File: config.mk
export PLATFORM = sky130hd
export DESIGN_NAME = sat_counter
export DESIGN_NICKNAME = d
export VERILOG_FILES = /design/src/rtl/odd_seq_checker_sat_counter.sv
export SDC_FILE = /design/constraint.sdc
export NUM_CORES = 1
export LEC_CHECK = 0
export BUFFER_PORTS_ARGS = -buffer_cell sky130_fd_sc_hd__buf_4
export CAP_MARGIN = 25
export CORE_MARGIN = 3
export CORE_UTILIZATION = 52
export DETAILED_ROUTE_END_ITERATION = 10
export PLACE_DENSITY = 0.84
export RECOVER_POWER = 25
export SYNTH_ARGS = -nofsm -noshare
export SYNTH_HDL_FRONTEND = slang
export SYNTH_SLANG_ARGS = --single-unit
File: constraint.sdc
create_clock -name Clk -period 4.4 [get_ports Clk]
set_input_delay 0.22 -clock Clk [delete_from_list [all_inputs] [get_ports Clk]]
set_output_delay 0.22 -clock Clk [all_outputs]
set_load 0.05 [all_outputs]
File: src/rtl/odd_seq_checker_sat_counter.sv
// Saturating up-counter: holds at all-ones, synchronous clear.
module sat_counter #(
    parameter int unsigned W = 16
) (
    input  logic         Clk,
    input  logic         Rst,
    input  logic         Clr,
    input  logic         Inc,
    output logic [W-1:0] Count
);

    logic [W-1:0] count_q;

    always_ff @(posedge Clk) begin
        if (Rst || Clr) begin
            count_q <= '0;
        end else if (Inc && (count_q != {W{1'b1}})) begin
            count_q <= count_q + W'(1);
        end
    end

    assign Count = count_q;

endmodule : sat_counter

==> impl_metrics.tcl <==
set metrics [dict create \
    leakagePower_uw 0.0003829 \
    fin_skew_ps 8.928 \
    start_kind "flop" \
    crit_path_end_kind "flop" \
    gp_congestion 0.8009 \
    hold_viol 0 \
    internal-power_uw 199.9 \
    area_growth_pct 18.32 \
    cts_root_buf "clkbuf_4" \
    postCtsHoldBufs 0 \
    antenna_found_initial 0 \
    clk_path_buf_depth 2 \
    synth_area_um2 847.1 \
    holdWs_ps 224.5 \
    worstMarginPinSlew_ps 596.3 \
    routed_wl_mm 2.055 \
    drt_iter0_drc 29 \
    ant_nets 0 \
    max-cap-violations 0 \
    hold_depth 3 \
    clockPowerShare_pct 38.7 \
    dp_hpwl_mm 1.482 \
    grt_overflow 0 \
    reg2reg_from "Count[0]" \
    ys_types 30 \
    syn_nets 100 \
    dieArea_um2 2149 \
    io_pins 20 \
    htree_levels 1 \
    ff2ff_path_depth 5 \
    crit_start "Count[0]" \
    grt_max_degree 16 \
    core_area_um2 1415 \
    syn_avg_cell_area_um2 8.916 \
    numCtsBuffers 3 \
    setup_tns_ps 0 \
    cp.required_ps 4640 \
    fin_ws_ps 2551 \
    grt.total_usage_pct 21.62 \
    switchingPower_uw 58.91 \
    setup_viol 0 \
    status "finished clean" \
    pwr-share-seq_pct 56.5 \
    max_slew_margin_pct 59.91 \
    async_flop_share_pct 0 \
    die_w_um 46.36 \
    cts.clk_slew.worst_paths_ps 100 \
    final_nets 121 \
    synth-edff-count 0 \
    synth_flop_cell "dfxtp_1" \
    first_global_vias 717 \
    antenna_cells 0 \
    min-delay-path-class "input pin to flop" \
    cts_tree "built" \
    dr.pass1.iters 4 \
    drive_above_1_share_pct 19.13 \
    portBuffers 19 \
    power_frac_comb_pct 4.7 \
    ys_ff_latch 16 \
    largest_register_ffs 16 \
    maxSlewViolCount 0 \
    hold_start "Rst" \
    fmax_mhz 540.9 \
    cts_resized 0 \
    clock_latency_ps 300 \
    yosysWarnings 0 \
    crit_arrival_ps 2090 \
    routedWlPerCell_um 15.81 \
    start_util_pct 59.86 \
    postSynthCellCount 95 \
    fin_crit_sh_pct 42.02 \
    rrSetupSlack_ps 2550 \
    power_switching_share_pct 22.76 \
    die_h_um 46.36 \
    powerDensity_nw_per_um2 258.2 \
    rsz0062_at_grt "no" \
    pre_cts_ws_ps 2580 \
    seq_area_frac_synth_pct 37.81 \
    cp_max_fo 6 \
    worstSetupPathType "flop to flop" \
    drc 0 \
    grt_pass1_wl_mm 3.194 \
    viasPerCell 6.608 \
    postCtsSetupRepairBufs 0 \
    vias 859 \
    cts_sinks 16 \
    row_count 13 \
    period_needed_ps 1849 \
    ir_drop_mv 0.2150 \
]
-- Yosys cell counts, drive strengths merged, types with 2 or more instances --
cell type | instances | area share [%]
nor2 | 7 | 3.1
a31oi | 3 | 2.2
a41o | 4 | 4.7
or3 | 5 | 3.7
nand4 | 7 | 7.7
and2 | 2 | 1.5
clkbuf | 3 | 1.5
xor2 | 2 | 2.1
or4 | 4 | 4.0
and4 | 4 | 4.1
nand3 | 5 | 3.0
dfxtp | 16 | 38
o31ai | 3 | 2.7
a21oi | 9 | 5.3
nand2 | 6 | 2.7
o21ai | 5 | 3.0
-- area by class of cell --
type | count | area [um2]
Inverter | 1 | 3.754
Timing Repair Buffer | 19 | 112.6
Tap cell | 15 | 18.77
Clock buffer | 4 | 36.28
Fill cell | 127 | 412.9
Sequential cell | 16 | 320.3
Multi-Input combinational cell | 75 | 510.5
-- cells in the final DEF, fill, tap and decap left out, types with 2 or more instances in the layout --
cell | netlist | final
nor2_1 | 7 | 7
or3_1 | 5 | 5
xor2_1 | 2 | 2
o31ai_1 | 3 | 3
clkbuf_4 | 0 | 3
nand3_1 | 5 | 5
and4_1 | 4 | 4
o21ai_0 | 5 | 5
a31oi_1 | 3 | 3
dfxtp_1 | 16 | 16
a21oi_1 | 9 | 9
buf_4 | 0 | 11
a41o_1 | 4 | 4
clkbuf_1 | 2 | 8
nand4_1 | 5 | 5
nand2_1 | 6 | 6
or4_1 | 3 | 3
and2_1 | 2 | 2
-- per-stage QoR --
step           std cells  total power (uW)  area [um2]  utilization, %
3_5_place_dp         126             162.4       996.0           70.38
2_1_floorplan         95             157.2       847.1               -
4_1_cts              130             261.0        1032           72.94
5_1_grt              130             266.8        1002           70.82
3_3_place_gp         126             162.1       996.0           70.38
6_report             130             258.8        1002           70.82
-- routing by layer --
metal  wire, um  global-route usage [%]  up-vias
li1           -                       -      417
met1        880                   24.12      409
met2        979                   35.71       28
met3        153                   7.031        5
met4         42                   11.93        0
met5          0                       0        -
-- power groups by stage --
stage          registers, uW  logic (uW)  clock network (uW)
6_report                 146        12.3                 100
5_1_grt                  146        13.6                 107
4_1_cts                  146        12.7                 102
3_5_place_dp             150        12.8                   0
3_3_place_gp             149        12.6                   0
2_1_floorplan            152        5.49                   0
-- kinds of logic after synthesis --
family          synth area share (%)
simple gates                   33.82
compound gates                 21.86
flops                          37.81
buf+inv                        1.920
xor+xnor                       3.102
fa+ha+maj                      1.477
-- final timing paths --
| kind | end |
|---|---|
| hold / removal | Count[12] |
| setup / recovery | Count[3] |
| setup reg to reg | Count[3] |
| hold reg to reg | Count[1] |
-- critical path, cell delays in order, from the launching register on --
cell and delay [ps]:
dfxtp_1 420, ha_1 240, nand3_1 160, o41ai_2 650, o21ai_0 190, a21oi_1 140
Note: power is estimated with default switching activity, not from simulation.
